`src/rtl/pulse_timer_pkg.sv`:
```
// Shared definitions for the pulse timer bank: channel state encoding and
// prescaler sizing helpers evaluated at elaboration time.
package pulse_timer_pkg;

  typedef enum logic {
    ST_IDLE = 1'b0,
    ST_RUN  = 1'b1
  } ch_state_e;

  // Clocks per base tick; guarded so a zero tick rate cannot divide by zero.
  function automatic int calc_prescale(int clk_hz, int tick_hz);
    return (tick_hz > 0) ? (clk_hz / tick_hz) : 0;
  endfunction

  // The tick rate must divide the clock exactly and give at least two clocks per tick.
  function automatic bit prescale_ok(int clk_hz, int tick_hz);
    return (tick_hz > 0) && (clk_hz % tick_hz == 0) && (clk_hz / tick_hz >= 2);
  endfunction

  // Prescaler register width, $clog2(PRESCALE) with a floor of one bit.
  function automatic int prescale_w(int prescale);
    return (prescale <= 2) ? 1 : $clog2(prescale);
  endfunction

endpackage

```
`src/rtl/pulse_timer_bank_if.sv`:
```
// Control/strobe bundle between the sequencing logic (master) and the timer bank (slave).
interface pulse_timer_bank_if #(
  parameter int CHANNELS     = 4,
  parameter int PERIOD_WIDTH = 16
);
  logic [CHANNELS-1:0]              start;
  logic [CHANNELS-1:0]              oneshot;
  logic [CHANNELS-1:0]              enable;
  logic [CHANNELS*PERIOD_WIDTH-1:0] period;
  logic [CHANNELS-1:0]              out;
  logic [CHANNELS-1:0]              active;
  logic                             tick;

  modport master (output start, oneshot, enable, period, input out, active, tick);
  modport slave  (input start, oneshot, enable, period, output out, active, tick);
endinterface

```
`src/rtl/counter.sv`:
```
// Free-running up counter with synchronous clear and count enable.
module counter #(
  parameter int WIDTH = 8
) (
  input  logic             clk_i,
  input  logic             rst_i,
  input  logic             en_i,
  input  logic             clr_i,
  output logic [WIDTH-1:0] cnt_o
);
  logic [WIDTH-1:0] cnt_q, cnt_d;

  // Clear has priority over counting.
  always_comb begin
    cnt_d = cnt_q;
    if (clr_i)     cnt_d = '0;
    else if (en_i) cnt_d = cnt_q + 1'b1;
  end

  // Count register, synchronous reset.
  always_ff @(posedge clk_i) begin
    if (rst_i) cnt_q <= '0;
    else       cnt_q <= cnt_d;
  end

  assign cnt_o = cnt_q;
endmodule

```
`src/rtl/pulse_timer_channel.sv`:
```
// One timer channel: IDLE/RUN FSM, tick-down remain counter, latched period and mode.
module pulse_timer_channel
  import pulse_timer_pkg::*;
#(
  parameter int PERIOD_WIDTH = 16
) (
  input  logic                    clk_i,
  input  logic                    rst_i,
  input  logic                    tick_i,
  input  logic                    start_i,
  input  logic                    oneshot_i,
  input  logic                    enable_i,
  input  logic [PERIOD_WIDTH-1:0] period_i,
  output logic                    out_o,
  output logic                    active_o
);
  localparam logic [PERIOD_WIDTH-1:0] ONE = PERIOD_WIDTH'(1);

  ch_state_e               state_q;
  logic [PERIOD_WIDTH-1:0] remain_q;
  logic [PERIOD_WIDTH-1:0] period_q;
  logic                    mode_q;   // 1 = one-shot
  logic                    out_q;

  // Channel FSM; start outranks tick so a restart never emits a pulse.
  always_ff @(posedge clk_i) begin
    if (rst_i) begin
      state_q  <= ST_IDLE;
      remain_q <= '0;
      period_q <= '0;
      mode_q   <= 1'b0;
      out_q    <= 1'b0;
    end else begin
      out_q <= 1'b0;
      unique case (state_q)
        ST_IDLE: begin
          if (start_i && (period_i != '0)) begin
            period_q <= period_i;
            mode_q   <= oneshot_i;
            remain_q <= period_i;
            state_q  <= ST_RUN;
          end
        end
        ST_RUN: begin
          if (start_i) begin
            if (period_i != '0) begin
              period_q <= period_i;
              mode_q   <= oneshot_i;
              remain_q <= period_i;
            end else begin
              remain_q <= '0;
              state_q  <= ST_IDLE;
            end
          end else if (enable_i && tick_i) begin
            if (remain_q == ONE) begin
              out_q <= 1'b1;
              if (mode_q) begin
                remain_q <= '0;
                state_q  <= ST_IDLE;
              end else begin
                remain_q <= period_q;
              end
            end else begin
              remain_q <= remain_q - ONE;
            end
          end
        end
        default: state_q <= ST_IDLE;
      endcase
    end
  end

  assign out_o    = out_q;
  assign active_o = (state_q == ST_RUN);
endmodule

```
`src/rtl/pulse_timer_bank.sv`:
```
// Multi-channel pulse timer: shared prescaler tick feeding CHANNELS independent timers.
module pulse_timer_bank
  import pulse_timer_pkg::*;
#(
  parameter int CHANNELS        = 4,
  parameter int CLOCK_FREQUENCY = 50000000,
  parameter int TICK_HZ         = 1000,
  parameter int PERIOD_WIDTH    = 16
) (
  input  logic              clock,
  input  logic              reset,
  pulse_timer_bank_if.slave bus
);
  localparam int PRESCALE = calc_prescale(CLOCK_FREQUENCY, TICK_HZ);
  localparam int PSW      = prescale_w(PRESCALE);
  localparam logic [PSW-1:0] PRESC_LAST = PSW'(PRESCALE - 1);

  if (!prescale_ok(CLOCK_FREQUENCY, TICK_HZ)) begin : g_bad_prescale
    $error("pulse_timer_bank: CLOCK_FREQUENCY/TICK_HZ must be an exact integer >= 2");
  end
  if ((CHANNELS < 1) || (CHANNELS > 16)) begin : g_bad_channels
    $error("pulse_timer_bank: CHANNELS must be 1..16");
  end

  logic [PSW-1:0] presc;
  logic           tick;

  // Prescaler free-runs from reset and wraps on its last count.
  counter #(.WIDTH(PSW)) u_presc (
    .clk_i (clock),
    .rst_i (reset),
    .en_i  (1'b1),
    .clr_i (tick),
    .cnt_o (presc)
  );

  assign tick     = (presc == PRESC_LAST);
  assign bus.tick = tick;

  for (genvar i = 0; i < CHANNELS; i++) begin : g_ch
    pulse_timer_channel #(.PERIOD_WIDTH(PERIOD_WIDTH)) u_ch (
      .clk_i     (clock),
      .rst_i     (reset),
      .tick_i    (tick),
      .start_i   (bus.start[i]),
      .oneshot_i (bus.oneshot[i]),
      .enable_i  (bus.enable[i]),
      .period_i  (bus.period[i*PERIOD_WIDTH +: PERIOD_WIDTH]),
      .out_o     (bus.out[i]),
      .active_o  (bus.active[i])
    );
  end
endmodule

```
`src/flat_wrapper.sv`:
```
// flat-port wrapper written by rule: the top's interface ports become plain ports
module pulse_timer_bank_flat import pulse_timer_pkg::*;
#(
  parameter int CHANNELS        = 4,
  parameter int CLOCK_FREQUENCY = 50000000,
  parameter int TICK_HZ         = 1000,
  parameter int PERIOD_WIDTH    = 16
)
  (clock, reset, bus_start, bus_oneshot, bus_enable, bus_period, bus_out, bus_active, bus_tick);
  pulse_timer_bank_if #(.CHANNELS(CHANNELS), .PERIOD_WIDTH(PERIOD_WIDTH)) bus_i ();
  input  logic clock;
  input  logic reset;
  input wire logic [$bits(bus_i.start)-1:0] bus_start;
  input wire logic [$bits(bus_i.oneshot)-1:0] bus_oneshot;
  input wire logic [$bits(bus_i.enable)-1:0] bus_enable;
  input wire logic [$bits(bus_i.period)-1:0] bus_period;
  output wire logic [$bits(bus_i.out)-1:0] bus_out;
  output wire logic [$bits(bus_i.active)-1:0] bus_active;
  output wire logic [$bits(bus_i.tick)-1:0] bus_tick;
  assign bus_i.start = bus_start;
  assign bus_i.oneshot = bus_oneshot;
  assign bus_i.enable = bus_enable;
  assign bus_i.period = bus_period;
  assign bus_out = bus_i.out;
  assign bus_active = bus_i.active;
  assign bus_tick = bus_i.tick;
  pulse_timer_bank #(.CHANNELS(CHANNELS), .CLOCK_FREQUENCY(CLOCK_FREQUENCY), .TICK_HZ(TICK_HZ), .PERIOD_WIDTH(PERIOD_WIDTH)) u_core (.clock(clock), .reset(reset), .bus(bus_i));
endmodule
```
`config.mk`:
```
export PLATFORM = sky130hd
export DESIGN_NAME = pulse_timer_bank_flat
export DESIGN_NICKNAME = d
export VERILOG_FILES = /design/src/rtl/pulse_timer_pkg.sv /design/src/rtl/pulse_timer_bank_if.sv /design/src/rtl/counter.sv /design/src/rtl/pulse_timer_channel.sv /design/src/rtl/pulse_timer_bank.sv /design/src/flat_wrapper.sv
export SDC_FILE = /design/constraint.sdc
export NUM_CORES = 1
export LEC_CHECK = 0
export BUFFER_PORTS_ARGS = -buffer_cell sky130_fd_sc_hd__buf_2
export CAP_MARGIN = 40
export CELL_PAD_IN_SITES_DETAIL_PLACEMENT = 1
export CELL_PAD_IN_SITES_GLOBAL_PLACEMENT = 1
export CORE_UTILIZATION = 40
export DETAILED_ROUTE_END_ITERATION = 10
export GPL_TIMING_DRIVEN = 0
export PLACE_DENSITY = 0.73
export SYNTH_ARGS = -nofsm -noshare
export SYNTH_HDL_FRONTEND = slang
export SYNTH_SLANG_ARGS = --single-unit
```
`constraint.sdc`:
```
create_clock -name clock -period 4.95 [get_ports clock]
set_input_delay 0.2475 -clock clock [delete_from_list [all_inputs] [get_ports clock]]
set_output_delay 0.2475 -clock clock [all_outputs]
set_load 0.05 [all_outputs]
```
=== After elaboration in Yosys (flattened, before gate mapping) ===
Index checks and enable logic that the tools add are counted.

* Bits in registers: 156
* Bits of input ports: 78
* Output and inout port bits: 9
* Logic and storage cells: 168

* Add/subtract/negate cells: 5
* Eq/ne operators: 21
* Muxes and demuxes: 88
* Bitwise logic cells: 8
* Reduce and logical (&&, ||, !) cells: 25

{| class="wikitable"
|+ Operator list
! operator !! number
|-
| $mux 16 || 32
|-
| $pmux 16 s2 || 8
|-
| $eq 16x1->1 const B || 4
|-
| $reduce_bool 16->1 || 4
|-
| $sub 16x1->16 const B || 4
|-
| $mux 1 || 40
|-
| $add 16x1->16 const B || 1
|-
| $eq 16x16->1 const B || 1
|-
| $ne 2x2->1 const B || 8
|-
| $pmux 1 s2 || 8
|-
| $reduce_or 4->1 || 4
|-
| $ne 3x2->1 const B || 4
|-
| $reduce_and 3->1 || 4
|-
| $logic_and 1x1->1 || 8
|-
| $ne 2x1->1 const B || 4
|-
| $not 1->1 || 8
|-
| $reduce_and 2->1 || 4
|-
| $reduce_or 2->1 || 1
|}

=== Logic depth before layout (Yosys ltp) ===
* Word-level depth: 5
* Mapped depth: 9

=== Cells and area by module ===
From an unflattened synthesis, not the netlist that was laid out.

* Cell total of the unflattened synthesis: 1,080
* Area total of the unflattened synthesis: 8,788.4 um^2

{| class="wikitable"
|+ By module, submodules not included
! module !! times used !! cells each !! area an instance (um^2) !! seq. area each (um^2)
|-
| pulse_timer_channel || 4 || 247 || 1,988.2 || 700.7
|-
| counter || 1 || 86 || 780.7 || 320.3
|-
| pulse_timer_bank || 1 || 6 || 55.1 || 0.0
|}

=== Least setup slack after synthesis ===
Ideal clock, no wire load.

* Path kind: reg2reg
* Start point: register u_core.u_presc.cnt_q[5], in the netlist u_core.u_presc.cnt_o[5]
* End point: register u_core.g_ch[3].u_ch.remain_q[10]
* Setup time: 0.088 ns
* Data arrival time: 2.153 ns
* Data required time: 4.862 ns
* Path slack: 2.709 ns
* Cell stages (with the launch flop): 9
* Path buffers: 2
* Cell sequence: dfxtp_1 or4b_4 nor4_4 buf_6 a21oi_4 o21ai_4 buf_6 nor2_2 a311oi_2

* Cells in the longest elaborated chain, start to end: 4

{| class="wikitable"
|+ RTL lines
! element !! RTL line !! RTL
|-
| start: declaration || counter.sv:11 || <nowiki>logic [WIDTH-1:0] cnt_q, cnt_d;</nowiki>
|-
| start signal: assignment || counter.sv:23 || <nowiki>else cnt_q <= cnt_d;</nowiki>
|-
| $eq 16x16->1 || pulse_timer_bank.sv:37 || <nowiki>assign tick = (presc == PRESC_LAST);</nowiki>
|-
| net bus_tick || flat_wrapper.sv:19 || <nowiki>output wire logic [$bits(bus_i.tick)-1:0] bus_tick;</nowiki>
|-
| $logic_and 1x1->1 || pulse_timer_channel.sv:54 || <nowiki>end else if (enable_i && tick_i) begin</nowiki>
|-
| $ne 3x2->1 (no line) || n/a ||
|-
| $reduce_and 2->1 (no line) || n/a ||
|-
| end signal: assignment || pulse_timer_channel.sv:49 || <nowiki>remain_q <= period_i;</nowiki>
|-
| end signal: assignment || pulse_timer_channel.sv:61 || <nowiki>remain_q <= period_q;</nowiki>
|-
| end signal: assignment || pulse_timer_channel.sv:64 || <nowiki>remain_q <= remain_q - ONE;</nowiki>
|-
| end: declaration || pulse_timer_channel.sv:20 || <nowiki>logic [PERIOD_WIDTH-1:0] remain_q;</nowiki>
|}

The timed path passes the listed nets, and every way through them passes these cells.
A chain may end at the register's enable or synchronous reset.

=== Final worst setup path ===
* Start point: register u_core.g_ch[1].u_ch.remain_q[0]
* End point: register u_core.g_ch[1].u_ch.remain_q[1]

* Cells in the longest elaborated chain, start to end: 5
* Elaborated cells between the ends (all ways): 6

{| class="wikitable"
|+ RTL lines
! element !! RTL line !! RTL
|-
| start: declaration || pulse_timer_channel.sv:20 ||
|-
| start signal: assignment || pulse_timer_channel.sv:40 || <nowiki>remain_q <= period_i;</nowiki>
|-
| start signal: assignment || pulse_timer_channel.sv:49 ||
|-
| start signal: assignment || pulse_timer_channel.sv:61 ||
|-
| $sub 16x1->16 or $eq 16x1->1 (tied branches) || pulse_timer_channel.sv:64, pulse_timer_channel.sv:55 ||
|-
| $mux 16 (*) || pulse_timer_channel.sv:55 || <nowiki>if (remain_q == ONE) begin</nowiki>
|-
| $mux 16 (*) || pulse_timer_channel.sv:54 ||
|-
| $mux 16 (*) || pulse_timer_channel.sv:45 || <nowiki>if (start_i) begin</nowiki>
|-
| $pmux 16 s2 (*) || pulse_timer_channel.sv:35 || <nowiki>unique case (state_q)</nowiki>
|}

Mark *: on every way between the ends. The rest lies on a longest branch, timed or not. The select of a mux whose other input is x is not followed.

==> results.sh <==
export IMPL_cp_cell_sequence="ha_1 -> nor4b_1 -> nand4_1 -> nor2_1 -> buf_2 -> nor2_1 -> o21ai_0 -> a211oi_1"
export IMPL_post_place_cells=1439
export IMPL_critical_path_peak_fanout=10
export IMPL_vdd_ir_drop_worst_mv=0.2192
export IMPL_powerDensity_nw_per_um2=345.1
export IMPL_dominant_combinational_cell_family_by_area_after_synthesis="simple AND/OR/NAND/NOR gates"
export IMPL_timing_rr_start="u_core.g_ch[1].u_ch.remain_q[0]"
export IMPL_synth_xor_xnor_area_share=0.05497
export IMPL_drtPass1Iterations=5
export IMPL_antenna_cells=0
export IMPL_floorplan_initialDensity=0.4120
export IMPL_gp_routability_congestion=0.8727
export IMPL_first_global_vias=8602
export IMPL_relSlewSlack=0.4361
export IMPL_fin_util=0.4800
export IMPL_timing_worst_slew_pin_value_ns=0.8381
export IMPL_layout_cells_non_filler=1471
export IMPL_postCtsHoldBufs=0
export IMPL_dieArea_um2=21700
export IMPL_fraction_of_the_mapped_netlist_area_in_adder_cells=0.01334
export IMPL_rsz0062_at_grt="false"
export IMPL_async_flop_share=0
export IMPL_cp_end_kind="flop"
export IMPL_worst_setup_path_start_kind="flop"
export IMPL_worst_setup_path_type="flop to flop"
export IMPL_area_delta_synth_final_pct=16.51
export IMPL_path_common_cell="nor2_1"
export IMPL_timing_max_cap_violations=0
export IMPL_final_period_utilization=0.6256
export IMPL_p_leak_nw=3.784
export IMPL_final_common_cell="dfxtp_1"
export IMPL_largest_net_degree_at_the_start_of_global_routing=17
export IMPL_dpl_hpwl_mm=20.85
export IMPL_numClockSinks=156
export IMPL_grt_first_pass_wirelength_mm=46.35
export IMPL_synth_top_area_frac=0.3698
export IMPL_globalRouteOverflowTotal=0
export IMPL_timing_final_max_slew_violations=0
export IMPL_detail_route_wirelength_mm=28.40
export IMPL_synth_area_leader_cell="dfxtp_1"
export IMPL_number_of_placed_i_o_pins=87
export IMPL_tritoncts="done"
export IMPL_num_vias=8415
export IMPL_min_delay_path_class="input pin to flop"
export IMPL_detail_route_antenna_nets=0
export IMPL_cts_buffers=17
export IMPL_run_status="complete, no violations"
export IMPL_worstSetupStartpoint="u_core.g_ch[1].u_ch.remain_q[0]"
export IMPL_cp_slowest_stage_delay_ns=0.65
export IMPL_synth_cell_type_count=72
export IMPL_mappedNetlistArea_um2=8444
export IMPL_postSynthNetCount=1169
export IMPL_synth_simple_gate_area_frac=0.2848
export IMPL_timing_final_ws_setup_ns=1.853
export IMPL_worst_clock_skew_on_the_final_layout_ns=0.01853
export IMPL_post_synthesis_compound_gate_area_fraction=0.2045
export IMPL_arrival_ns=3.38
export IMPL_cts_setup_buffers=0
export IMPL_insertion_delay_ns=0.44
export IMPL_preCtsSetupSlack_ns=1.938
export IMPL_seq_area_frac_synth=0.3698
export IMPL_num_rows=52
export IMPL_io_buffers=84
export IMPL_timing_critical_path_to="u_core.g_ch[1].u_ch.remain_q[1]"
export IMPL_die_h_um=147.3
export IMPL_fin_hold_ws_ns=0.05082
export IMPL_clock_fmax_mhz=322.9
export IMPL_setup_violations=0
export IMPL_most_frequently_used_flop_master_after_synthesis="dfxtp_1"
export IMPL_final_setup_tns_ns=0
export IMPL_minimum_period_implied_by_the_final_worst_setup_slack_ns=3.097
export IMPL_synth_edff_count=0
export IMPL_postSynthCellCount=1082
export IMPL_layout_cells_most_common_list="dfxtp_1 (156), nand2_1 (154), nor2_1 (143), buf_2 (93), a21oi_1 (88)"
export IMPL_nNetsFinal=1275
export IMPL_cts_resized_gates=0
export IMPL_horiz_die_dim_um=147.3
export IMPL_cts_max_level=4
export IMPL_detail_route_vias_per_cell=5.721
export IMPL_finalHoldViolCount=0
export IMPL_cts_path_max_buffers=2
export IMPL_regToRegSetupSlack_ns=1.85
export IMPL_reg2reg_depth=8
export IMPL_synthMuxAreaShare=0.02015
export IMPL_ctsRootBufferMaster="clkbuf_16"
export IMPL_yosys_warnings=0
export IMPL_antenna_violations_before_repair=0
export IMPL_critPathRequiredTime_ns=5.23
export IMPL_dr_first_iter_drc_count=388
export IMPL_track_usage=0.2725
export IMPL_drc=0
export IMPL_wl_per_cell_um=19.30
export IMPL_synth_area_top_cells="dfxtp_1 (37%), nand2_1 (6.8%), nor2_1 (6.4%), a21oi_1 (5.2%), xnor2_1 (2.9%)"
export IMPL_synth_ff_latch_count=156
export IMPL_syn_area_per_cell_um2=7.804
export IMPL_drive_gt1_frac=0.1432
export IMPL_clock_pin_slew_on_the_worst_setup_and_hold_paths_ns=0.06
export IMPL_floorplan_core_area_um2=20490
export IMPL_crit_reg2reg_capture="u_core.g_ch[1].u_ch.remain_q[1]"
export IMPL_cp_slowest_cell="nor2_1"
## state kept, by name (all words and copies together), names as in the netlist
name                       count
u_core.g_ch.u_ch.active_o      4
u_core.g_ch.u_ch.mode_q        4
u_core.g_ch.u_ch.out_o         4
u_core.g_ch.u_ch.period_q     64
u_core.g_ch.u_ch.remain_q     64
u_core.u_presc.cnt_o          16
## layer usage
metal	vias to the layer above	GRT usage	share of wire
met5	-	0	0
met1	4093	0.3626	0.47
met3	39	0.04938	0.043
met2	196	0.4500	0.47
li1	4087	-	-
met4	0	0.07577	0.013
## area by class of cell
class / instances / area [µm²]
inverter: 20 / 75.07
timing repair buffer: 87 / 446.7
fill: 2569 / 10660
multi-input combinational: 832 / 4878
tap: 270 / 337.8
buffer: 74 / 367.9
clock inverter: 13 / 166.4
clock buffer: 19 / 442.9
sequential: 156 / 3123
## power by group
group	switching, W	internal (W)
combinational	0.000365	0.000233
sequential	0.0000808	0.00134
clock	0.000571	0.000810
total	0.00102	0.00238
## Yosys cell counts, types with 17 or more instances
cell type	count
a211oi_1	27
a21oi_1	88
a311oi_1	24
and3_1	18
clkbuf_1	50
dfxtp_1	156
inv_1	20
mux2i_1	17
nand2_1	154
nand3_1	26
nor2_1	143
nor3_1	27
nor4_1	31
o21ai_0	46
xnor2_1	28
xor2_1	25
## through the flow
stage | cell area, µm² | total power [W]
after floorplan | 8444 | 0.001832
after global placement | 9203 | 0.002014
after detailed placement | 9229 | 0.002032
after CTS | 9838 | 0.003416
after global routing | 9838 | 0.003563
final | 9838 | 0.003396
## how the worst min path moves through the flow
stage / from / to / slack, ns / cells after the start
2_1_floorplan: bus_period[2] / u_core.g_ch[0].u_ch.period_q[2] / 0.38 / 2
3_3_place_gp: u_core.g_ch[1].u_ch.period_q[15] / u_core.g_ch[1].u_ch.period_q[15] / 0.44 / 2
3_5_place_dp: u_core.g_ch[2].u_ch.period_q[1] / u_core.g_ch[2].u_ch.period_q[1] / 0.45 / 2
4_1_cts: bus_oneshot[0] / u_core.g_ch[0].u_ch.mode_q / 0.04 / 3
5_1_grt: bus_oneshot[2] / u_core.g_ch[2].u_ch.mode_q / 0.06 / 3
6_report: bus_oneshot[0] / u_core.g_ch[0].u_ch.mode_q / 0.05 / 3
## logic make-up after synthesis
| group | after synthesis |
|---|---|
| AOI/OAI and AO/OA | 258 |
| xor gates and xnor gates | 53 |
| adders and majority gates | 9 |
| buffers and inverters | 94 |
| DFF | 156 |
| muxes | 17 |
| and+or+nand+nor | 495 |
## worst max-delay path: cells and delay by family (launching register included)
family	cells	cell delay, ns
fa+ha+maj	1	0.22
simple gates	4	1.59
compound gates	2	0.34
buf+inv	1	0.35
flops	1	0.46
Note: power is estimated with default switching activity, not from simulation.
